<file path="config.mk">
export PLATFORM = sky130hd
export DESIGN_NAME = dma_xfer_engine
export DESIGN_NICKNAME = d
export VERILOG_FILES = /design/src/rtl/dma_pkg.sv /design/src/rtl/dma_xfer_cnt.sv /design/src/rtl/dma_xfer_engine.sv
export SDC_FILE = /design/constraint.sdc
export NUM_CORES = 1
export LEC_CHECK = 0
export ABC_CLOCK_PERIOD_IN_PS = 1600
export CORE_ASPECT_RATIO = 0.75
export CORE_MARGIN = 4
export CORE_UTILIZATION = 30
export DETAILED_ROUTE_END_ITERATION = 10
export GPL_ROUTABILITY_DRIVEN = 0
export PLACE_DENSITY_LB_ADDON = 0.1
export SYNTH_ARGS = -nofsm -noshare
export SYNTH_HDL_FRONTEND = slang
export SYNTH_SLANG_ARGS = --single-unit
export TNS_END_PERCENT = 50
</file>
<file path="constraint.sdc">
create_clock -name clk_i -period 1.6 [get_ports clk_i]
set_input_delay 0.32 -clock clk_i [delete_from_list [all_inputs] [get_ports clk_i]]
set_output_delay 0.32 -clock clk_i [all_outputs]
set_load 0.02 [all_outputs]
</file>
<file path="src/rtl/dma_pkg.sv">
// Shared definitions for the DMA transfer engine: FSM state encoding and default widths.
package dma_pkg;

   localparam int DEF_DATA_W  = 32;
   localparam int DEF_ADDR_W  = 16;
   localparam int DEF_LEN_W   = 10;
   localparam int DEF_TMO_CYC = 1023;

   typedef enum logic [2:0] {
      ST_IDLE  = 3'd0,
      ST_POP   = 3'd1,
      ST_CAPT  = 3'd2,
      ST_WRITE = 3'd3,
      ST_DONE  = 3'd4
   } dma_state_e;

endpackage

</file>
<file path="src/rtl/dma_xfer_cnt.sv">
// Address and remaining-word registers for one DMA transfer: load at start, step per accepted write.
module dma_xfer_cnt
   import dma_pkg::*;
#(
   parameter int ADDR_W = DEF_ADDR_W,
   parameter int LEN_W  = DEF_LEN_W
) (
   input  logic              clk_i,
   input  logic              rst_i,
   input  logic              load_i,
   input  logic              step_i,
   input  logic [ADDR_W-1:0] base_i,
   input  logic [LEN_W-1:0]  len_i,
   output logic [ADDR_W-1:0] addr_o,
   output logic [LEN_W-1:0]  rem_o,
   output logic              last_o
);

   logic [ADDR_W-1:0] addr_q, addr_d;
   logic [LEN_W-1:0]  rem_q, rem_d;

   // Address wraps naturally modulo 2^ADDR_W.
   always_comb begin
      addr_d = addr_q;
      rem_d  = rem_q;
      if (load_i) begin
         addr_d = base_i;
         rem_d  = len_i;
      end else if (step_i) begin
         addr_d = addr_q + 1'b1;
         rem_d  = rem_q - 1'b1;
      end
   end

   always_ff @(posedge clk_i) begin
      if (rst_i) begin
         addr_q <= '0;
         rem_q  <= '0;
      end else begin
         addr_q <= addr_d;
         rem_q  <= rem_d;
      end
   end

   assign addr_o = addr_q;
   assign rem_o  = rem_q;
   assign last_o = (rem_q == LEN_W'(1));

endmodule

</file>
<file path="src/rtl/dma_xfer_engine.sv">
// FIFO-to-memory DMA engine: pop, capture, write one word at a time until the length is exhausted.
// Optional FIFO-starve timeout in POP is built when DMA_XFER_TIMEOUT_EN is defined.
module dma_xfer_engine
   import dma_pkg::*;
#(
   parameter int DATA_W  = DEF_DATA_W,
   parameter int ADDR_W  = DEF_ADDR_W,
   parameter int LEN_W   = DEF_LEN_W,
   parameter int TMO_CYC = DEF_TMO_CYC
) (
   input  logic              clk_i,
   input  logic              rst_i,
   input  logic              DMA_Enable_i,
   input  logic              DMA_REQ_i,
   input  logic [ADDR_W-1:0] base_addr_i,
   input  logic [LEN_W-1:0]  xfer_len_i,
   input  logic [DATA_W-1:0] fifo_data_i,
   input  logic              fifo_empty_i,
   output logic              fifo_rd_o,
   output logic              mem_wr_o,
   output logic [ADDR_W-1:0] mem_addr_o,
   output logic [DATA_W-1:0] mem_data_o,
   input  logic              mem_ready_i,
   output logic              DMA_Active_o,
   output logic              ASSP_DMA_Done_o,
   output logic              dma_err_o,
   output dma_state_e        dbg_state_o
);

   // Memory handshake: mem_wr_o is held with stable addr/data until a cycle with mem_ready_i=1.

   dma_state_e        state_q, state_d;
   logic              active_q, active_d;
   logic              err_q, err_d;
   logic              abort_q, abort_d;
   logic [DATA_W-1:0] data_q, data_d;
   logic              cnt_load, cnt_step, cnt_last;
   logic [ADDR_W-1:0] cnt_addr;
   logic [LEN_W-1:0]  cnt_rem;
   logic              fifo_rd, done;
   logic              tmo_hit;

   dma_xfer_cnt #(
      .ADDR_W (ADDR_W),
      .LEN_W  (LEN_W)
   ) u_cnt (
      .clk_i  (clk_i),
      .rst_i  (rst_i),
      .load_i (cnt_load),
      .step_i (cnt_step),
      .base_i (base_addr_i),
      .len_i  (xfer_len_i),
      .addr_o (cnt_addr),
      .rem_o  (cnt_rem),
      .last_o (cnt_last)
   );

`ifdef DMA_XFER_TIMEOUT_EN
   localparam int TMO_W = $clog2(TMO_CYC + 1);
   logic [TMO_W-1:0] tmo_q;

   // Counts consecutive starved POP cycles; any pop or leaving POP restarts it.
   always_ff @(posedge clk_i) begin
      if (rst_i || state_q != ST_POP || !fifo_empty_i) begin
         tmo_q <= '0;
      end else begin
         tmo_q <= tmo_q + 1'b1;
      end
   end

   assign tmo_hit = (state_q == ST_POP) && fifo_empty_i && (tmo_q == TMO_W'(TMO_CYC - 1));
`else
   assign tmo_hit = 1'b0;
`endif

   always_comb begin
      state_d  = state_q;
      err_d    = err_q;
      abort_d  = abort_q;
      data_d   = data_q;
      cnt_load = 1'b0;
      cnt_step = 1'b0;
      fifo_rd  = 1'b0;
      done     = 1'b0;
      case (state_q)
         ST_IDLE: begin
            abort_d = 1'b0;
            if (DMA_REQ_i && DMA_Enable_i) begin
               cnt_load = 1'b1;
               err_d    = 1'b0;
               state_d  = (xfer_len_i == '0) ? ST_DONE : ST_POP;
            end
         end
         ST_POP: begin
            if (!DMA_Enable_i) begin
               err_d   = 1'b1;
               state_d = ST_DONE;
            end else if (!fifo_empty_i) begin
               fifo_rd = 1'b1;
               state_d = ST_CAPT;
            end else if (tmo_hit) begin
               err_d   = 1'b1;
               state_d = ST_DONE;
            end
         end
         ST_CAPT: begin
            data_d  = fifo_data_i;
            state_d = ST_WRITE;
            if (!DMA_Enable_i) abort_d = 1'b1;
         end
         ST_WRITE: begin
            if (!DMA_Enable_i) abort_d = 1'b1;
            if (mem_ready_i) begin
               cnt_step = 1'b1;
               if (abort_q || !DMA_Enable_i) begin
                  err_d   = 1'b1;
                  state_d = ST_DONE;
               end else if (cnt_last) begin
                  state_d = ST_DONE;
               end else begin
                  state_d = ST_POP;
               end
            end
         end
         ST_DONE: begin
            // A zero-length transfer arrives here with Active still high; hold one cycle so they never overlap.
            if (!active_q) begin
               done    = 1'b1;
               state_d = ST_IDLE;
            end
         end
         default: state_d = ST_IDLE;
      endcase
      active_d = (state_d == ST_POP) || (state_d == ST_CAPT) || (state_d == ST_WRITE) ||
                 ((state_q == ST_IDLE) && (state_d == ST_DONE));
   end

   always_ff @(posedge clk_i) begin
      if (rst_i) begin
         state_q  <= ST_IDLE;
         active_q <= 1'b0;
         err_q    <= 1'b0;
         abort_q  <= 1'b0;
         data_q   <= '0;
      end else begin
         state_q  <= state_d;
         active_q <= active_d;
         err_q    <= err_d;
         abort_q  <= abort_d;
         data_q   <= data_d;
      end
   end

   assign fifo_rd_o       = fifo_rd;
   assign mem_wr_o        = (state_q == ST_WRITE);
   assign mem_addr_o      = cnt_addr;
   assign mem_data_o      = data_q;
   assign DMA_Active_o    = active_q;
   assign ASSP_DMA_Done_o = done;
   assign dma_err_o       = err_q;
   assign dbg_state_o     = state_q;

endmodule

</file>
==> results.py, run 1 <==
metrics = {
    "logic_synthesis": {
        "synth.yosys.seq_area_share": 0.4431,
        "post_synth.cell_area_avg_sq_um": 7.900,
        "synth_fp_nets": 433,
        "synthesis.area_sq_mm": 0.002892,
        "yosysWarnings": 0,
        "yosys.cell_types.count": 44,
        "synth_largest_area_cell": "sky130_fd_sc_hd__dfxtp_1",
        "netlist_instances": 366,
        "synth_edf_count": 0,
        "register_bit_count_reported_by_yosys": 64,
        "synth_top_cell_area_share": 0.4431,
        "dominantRegCellSynth": "sky130_fd_sc_hd__dfxtp_1",
        "share_of_async_settable_or_async_resettable_flops_after_synthesis": 0,
        "synth_area_leaders": "sky130_fd_sc_hd__dfxtp_1 44%, sky130_fd_sc_hd__nand2_1 11%, sky130_fd_sc_hd__a21oi_1 7.1%, sky130_fd_sc_hd__nor2_1 3.0%, sky130_fd_sc_hd__a31oi_1 2.8%",
    },
    "die": {
        "fp.dieW_um": 121.4,
        "boundaryPins": 120,
        "floorplan_die_area_sq_mm": 0.01129,
        "die_y_um": 93.02,
        "core-area_sq_mm": 0.009234,
        "row_count": 30,
        "start_util": 0.3131,
    },
    "outcome": {
        "failing_checks": "setup timing",
        "outcome": "finished, violations left",
    },
    "global_routing": {
        "grt_max_degree": 33,
        "grt_use_total": 0.1656,
        "grt_antenna_before_repair": 0,
        "number_of_global_route_vias_before_repair": 3086,
        "gr-total-overflow": 0,
        "grt_pass1_wl_mm": 15.09,
    },
    "finish": {
        "layout.core_utilization": 0.5688,
        "num_antenna_cells": 0,
        "layout.cells.most_common": "sky130_fd_sc_hd__nand2_1",
        "stdcell_area_sq_mm": 0.005253,
        "final_cell_mix": "80 x sky130_fd_sc_hd__nand2_1, 58 x sky130_fd_sc_hd__buf_4, 55 x sky130_fd_sc_hd__clkdlybuf4s50_1",
        "num-nets-final": 603,
        "finish.cell_count_without_fillers": 668,
        "synthToLayoutAreaGrowth_pct": 81.65,
        "ratio_of_cells_with_drive_above_1_in_the_final_layout": 0.2444,
    },
    "timing": {
        "rsz0062_at_grt": "true",
        "setup_viol": 3,
        "fin_hold_ws_ns": 0.3237,
        "timing.slew.headroom": 0.7543,
        "period_needed_ns": 1.667,
        "timing.clock.skew_ns": 0.004719,
        "timing_worst_slew_pin_value_ns": 0.3678,
        "post-route-period-util": 1.042,
        "timing.final.max_slew_violations": 0,
        "report.final.hold_viol_count": 0,
        "postLayoutSetupSlackWorst_ns": -0.06691,
        "fmaxAchievable_mhz": 599.9,
    },
    "route": {
        "dr_total_vias": 3264,
        "antenna_left": 0,
        "drt_drc_violations_left": 0,
        "detailedRoute.firstPassIterationCount": 4,
        "detail_route.vias_per_cell": 4.886,
        "postRouteWirelength_mm": 9.634,
        "detail_route.iter0.violations": 161,
        "wl_per_cell_um": 14.42,
    },
    "setup_path": {
        "crit_chain": "or4_4, or3_4, or2_0, a31oi_1",
        "setup.reg_to_reg.worst_slack_ns": -0.07,
        "crit_path_end": "u_cnt.rem_o[7]$_SDFFE_PP0P_",
        "critical_path_required_time_ns": 1.85,
        "worstSetupStartpoint": "u_cnt.rem_o[5]$_SDFFE_PP0P_",
        "r2r_start": "u_cnt.rem_o[5]$_SDFFE_PP0P_",
        "worstReg2RegEnd": "u_cnt.rem_o[7]$_SDFFE_PP0P_",
        "endpoint_kind": "flip-flop",
        "critical_path_peak_fanout": 3,
        "worst-setup-path-type": "flip-flop to flip-flop",
        "crit_path_max_incr_delay_ns": 0.55,
        "startpoint_type": "flip-flop",
        "reg2regPathDepth": 4,
        "cp_data_arrival_time_ns": 1.92,
        "slowest_stage": "sky130_fd_sc_hd__or4_4",
    },
    "clocking": {
        "cts.sink_count": 64,
        "worst_setup_hold_path_clk_slew_ns": 0.05,
        "cts_tree": "done",
        "clock-root-buffer": "sky130_fd_sc_hd__clkbuf_16",
        "number_of_buffers_added_to_fix_hold_violations_after_cts": 0,
        "cts_max_path_buffers": 2,
        "numCtsBuffers": 9,
        "cts_htree_levels": 3,
        "clk-insertion-delay-late_ns": 0.32,
    },
    "power_and_ir_drop": {
        "vdd_ir_drop_max_mv": 0.4972,
        "power.total_w": 0.004444,
        "leakage_nw": 2.418,
        "power.density_cell_area_mw_per_mm2": 846.0,
    },
    "hold_path": {
        "min_path_type": "input port to flip-flop",
    },
    "placed_design": {
        "placed_cell_area_sq_mm": 0.004679,
        "dp.final_hpwl_mm": 7.058,
        "placed_cells": 648,
        "numPortBuffers": 119,
    },
    "flow_run": {
        "maxCapViolations": 0,
    },
}
[worst min-delay path by stage]
stage | from | endpoint | slack [ns] | depth (start not counted)
6_report | xfer_len_i[8] | u_cnt.rem_o[8]$_SDFFE_PP0P_ | 0.32 | 3
3_5_place_dp | mem_data_o[15]$_SDFFE_PP0P_ | mem_data_o[15]$_SDFFE_PP0P_ | 0.45 | 2
3_3_place_gp | mem_data_o[22]$_SDFFE_PP0P_ | mem_data_o[22]$_SDFFE_PP0P_ | 0.44 | 2
4_1_cts | rst_i | u_cnt.addr_o[4]$_SDFFE_PP0P_ | 0.34 | 2
2_1_floorplan | fifo_data_i[29] | mem_data_o[29]$_SDFFE_PP0P_ | 0.46 | 2
5_1_grt | xfer_len_i[6] | u_cnt.rem_o[6]$_SDFFE_PP0P_ | 0.34 | 3
[synth_stat cells, types with 2 or more instances]
cell type                   instances
sky130_fd_sc_hd__nand2_1           82
sky130_fd_sc_hd__dfxtp_1           64
sky130_fd_sc_hd__a21oi_1           41
sky130_fd_sc_hd__nor2_1            23
sky130_fd_sc_hd__clkbuf_1          20
sky130_fd_sc_hd__a31oi_1           13
sky130_fd_sc_hd__nor3_1             9
sky130_fd_sc_hd__nand3_1            8
sky130_fd_sc_hd__a211oi_1           7
sky130_fd_sc_hd__nand4_1            7
sky130_fd_sc_hd__o211ai_1           7
sky130_fd_sc_hd__buf_2              6
sky130_fd_sc_hd__o21ai_0            6
sky130_fd_sc_hd__a221oi_1           5
sky130_fd_sc_hd__a22oi_1            5
sky130_fd_sc_hd__and3_1             5
sky130_fd_sc_hd__nor4_1             5
sky130_fd_sc_hd__or4_1              5
sky130_fd_sc_hd__inv_1              4
sky130_fd_sc_hd__a2bb2oi_1          3
sky130_fd_sc_hd__and2_1             3
sky130_fd_sc_hd__ha_1               3
sky130_fd_sc_hd__or3_1              3
sky130_fd_sc_hd__xnor2_1            3
sky130_fd_sc_hd__xor2_1             3
sky130_fd_sc_hd__nand2b_1           2
sky130_fd_sc_hd__nand3b_1           2
sky130_fd_sc_hd__nand4b_1           2
sky130_fd_sc_hd__nor3b_1            2
sky130_fd_sc_hd__nor4b_1            2
sky130_fd_sc_hd__o311ai_0           2
sky130_fd_sc_hd__or3_2              2
[power by group]
group	switching, W	internal [W]
clock network	0.000669	0.00137
registers	0.0000562	0.00165
logic	0.000315	0.000379
[metrics by stage]
stage               setup TNS [ns]  setup slack (ns)
global placement            -11.63           -0.5719
floorplan                  -0.2187          -0.04882
CTS                        -0.3131          -0.07272
finish                     -0.1008          -0.06691
detailed placement          -13.15           -0.7010
global route               -0.4164          -0.09686
[cell families after synthesis]
family | synth area share
and+or+nand+nor | 0.2787
AOI/OAI and AO/OA | 0.2042
DFF | 0.4431
buffers and inverters | 0.04284
xor gates and xnor gates | 0.01818
adders and majority gates | 0.01298
[state kept, by name, indices dropped and copies added, names as in the netlist]
name,count
dma_err_o,1
abort_q,1
mem_data_o,32
dbg_state_o,3
u_cnt.addr_o,16
DMA_Active_o,1
u_cnt.rem_o,10
[layout make-up]
| class | instances | area (sq um) |
|---|---|---|
| timing repair buffer | 186 | 1773 |
| clock buffer | 13 | 281.5 |
| sequential | 64 | 1325 |
| inverter | 4 | 15.01 |
| fill | 843 | 3981 |
| tap | 128 | 160.2 |
| multi-input combinational | 271 | 1663 |
| clock inverter | 2 | 35.03 |
[critical path: cells and delay by family, from the launching register on]
family,cells,cell delay (ns)
DFF,1,0.32
and+or+nand+nor,3,1.11
AOI/OAI and AO/OA,1,0.17
[layer usage]
metal	global-route usage	vias up	share of wire
met3	0.05381	8	0.070
met1	0.2288	1507	0.47
li1	-	1655	-
met5	0	-	0
met2	0.2455	94	0.45
met4	0.05037	0	0.0083
[timing repair]
item	4_1_cts	5_1_grt
setup endpoints to repair	61	52
setup buffers	1	4
pin swaps	6	12
resized for setup	66	62
(Power assumes the default switching activity.)
==> run 2: changes to the inputs <==
- CORE_UTILIZATION: 30 -> 39
==> run 2 against run 1 <==
  * The flow still finishes with violations (setup timing)
  * First-iteration DRC count up 17%
  * Hold slack better by 0.097 ns
  * Combinational power up 2%
  * Clock skew up 0.0026 ns
  * Clock power down 29%
  * Register-to-register slack about the same
  * Sequential power about the same
  * Worst setup slack better by 0.0033 ns
  * Critical path depth unchanged
  * Routed wire length up 0.19%
  * Via count up 3.0%
  * Fmax up 0.20%
  * Critical path type unchanged
  * Critical endpoint unchanged
  * Largest cell class unchanged
  * Highest routed layer unchanged
==> results.py, run 2 (synthesis results as in run 1) <==
metrics = {
    "finish": {
        "num-fill-cells": 549,
        "final_cell_mix": "79 x sky130_fd_sc_hd__nand2_1, 60 x sky130_fd_sc_hd__clkdlybuf4s50_1, 52 x sky130_fd_sc_hd__buf_4",
        "synthToLayoutAreaGrowth_pct": 76.24,
        "num-nets-final": 601,
        "ratio_of_cells_with_drive_above_1_in_the_final_layout": 0.2449,
        "num_antenna_cells": 0,
        "largest_register_ffs": 32,
        "layout.cells.most_common": "sky130_fd_sc_hd__nand2_1",
    },
    "die": {
        "floorplan_die_area_sq_mm": 0.008870,
        "die_y_um": 82.57,
        "fp.dieW_um": 107.4,
        "row_count": 26,
        "core-area_sq_mm": 0.006994,
        "boundaryPins": 120,
        "start_util": 0.4134,
    },
    "setup_path": {
        "cp_data_arrival_time_ns": 1.92,
        "worst-setup-path-type": "flip-flop to flip-flop",
        "setup.reg_to_reg.worst_slack_ns": -0.06,
        "critical_path_peak_fanout": 4,
        "startpoint_type": "flip-flop",
        "endpoint_kind": "flip-flop",
        "critical_path_required_time_ns": 1.86,
    },
    "timing": {
        "postLayoutSetupSlackWorst_ns": -0.06366,
        "timing.clock.skew_ns": 0.007271,
        "setup_viol": 5,
        "post-route-period-util": 1.040,
        "rsz0062_at_grt": "true",
        "period_needed_ns": 1.664,
        "timing.slew.headroom": 0.6965,
        "fin_hold_ws_ns": 0.4202,
        "fmaxAchievable_mhz": 601.1,
        "report.final.hold_viol_count": 0,
        "timing_worst_slew_pin_value_ns": 0.4518,
        "timing.final.max_slew_violations": 0,
    },
    "placed_design": {
        "dp_slack_ns": -0.5971,
        "numPortBuffers": 119,
        "dp.final_hpwl_mm": 6.790,
    },
    "global_routing": {
        "grt_antenna_before_repair": 0,
        "gr-total-overflow": 0,
        "grt_pass1_wl_mm": 14.54,
        "number_of_global_route_vias_before_repair": 3037,
        "grt_use_total": 0.2035,
        "grt_max_degree": 37,
    },
    "flow_run": {
        "maxCapViolations": 0,
    },
    "route": {
        "detail_route.vias_per_cell": 5.279,
        "dr_total_vias": 3363,
        "antenna_left": 0,
        "drt_drc_violations_left": 0,
        "wl_per_cell_um": 15.15,
        "detail_route.iter0.violations": 188,
        "postRouteWirelength_mm": 9.652,
        "detailedRoute.firstPassIterationCount": 5,
    },
    "clocking": {
        "clk-insertion-delay-late_ns": 0.33,
        "number_of_buffers_added_to_fix_hold_violations_after_cts": 0,
        "cts_max_path_buffers": 2,
        "numCtsBuffers": 9,
        "cts.sink_count": 64,
        "cts_htree_levels": 3,
        "clock-root-buffer": "sky130_fd_sc_hd__clkbuf_8",
        "cts_tree": "done",
        "worst_setup_hold_path_clk_slew_ns": 0.07,
    },
    "power_and_ir_drop": {
        "power.density_cell_area_mw_per_mm2": 757.7,
        "vdd_ir_drop_max_mv": 0.4809,
        "leakage_nw": 2.214,
        "power.total_w": 0.003861,
    },
    "outcome": {
        "failing_checks": "setup timing",
        "outcome": "finished, violations left",
    },
    "hold_path": {
        "min_path_type": "input port to flip-flop",
    },
}
-- run 2: metrics by stage --
| stage | cell area (sq um) | TNS (ns) | utilization | cells |
|---|---|---|---|---|
| 2_1_floorplan | 2940 | -0.2187 | - | 366 |
| 3_3_place_gp | 4587 | -11.50 | 0.6558 | 609 |
| 3_5_place_dp | 4587 | -12.79 | 0.6558 | 609 |
| 4_1_cts | 4796 | -0.1365 | 0.6857 | 629 |
| 5_1_grt | 5096 | -0.9463 | 0.7286 | 637 |
| 6_report | 5096 | -0.1353 | 0.7286 | 637 |
-- run 2: routing by layer --
metal  wire length (um)  vias to the layer above  GRT usage  part of all wire
met2               4479                      147     0.3221              0.46
met1               4196                     1546     0.2743              0.43
met5                  0                        -          0                 0
li1                   -                     1661          -                 -
met3                906                        9    0.05983             0.094
met4                 69                        0    0.05170            0.0071
-- run 2: final timing paths --
path / depth (start not counted) / from / endpoint
setup / recovery: 4 / u_cnt.rem_o[5]$_SDFFE_PP0P_ / u_cnt.rem_o[7]$_SDFFE_PP0P_
hold / removal: 2 / rst_i / dbg_state_o[1]$_SDFF_PP0_
setup reg to reg: 4 / u_cnt.rem_o[5]$_SDFFE_PP0P_ / u_cnt.rem_o[7]$_SDFFE_PP0P_
hold reg to reg: 2 / mem_data_o[31]$_SDFFE_PP0P_ / mem_data_o[31]$_SDFFE_PP0P_
-- run 2: cell type report --
type	count	area, sq um	share of cell area
timing repair buffer	184	1740	0.3415
multi-input combinational	271	1685	0.3307
sequential	64	1324	0.2598
clock buffer	14	173.9	0.03413
tap	98	122.6	0.02406
clock inverter	2	35.03	0.006875
inverter	4	15.01	0.002946
-- run 2: where the power goes --
part / internal, W / switching, W
registers: 0.00165 / 0.0000566
logic: 0.000389 / 0.000322
clock network: 0.000857 / 0.000589
total: 0.00289 / 0.000967
-- run 2: what timing repair did --
action | 4_1_cts | 5_1_grt
setup buffers | 4 | 6
endpoints found under the setup margin | 71 | 39
resized for setup | 73 | 53
cloned | 0 | 2
pin swaps | 5 | 17
-- run 2: worst max-delay path: stages (launching register included) --
cell                      delay [ns]
sky130_fd_sc_hd__dfxtp_2        0.33
sky130_fd_sc_hd__or4_4          0.56
sky130_fd_sc_hd__or3_4          0.34
sky130_fd_sc_hd__or2_0          0.21
sky130_fd_sc_hd__a31oi_1        0.16
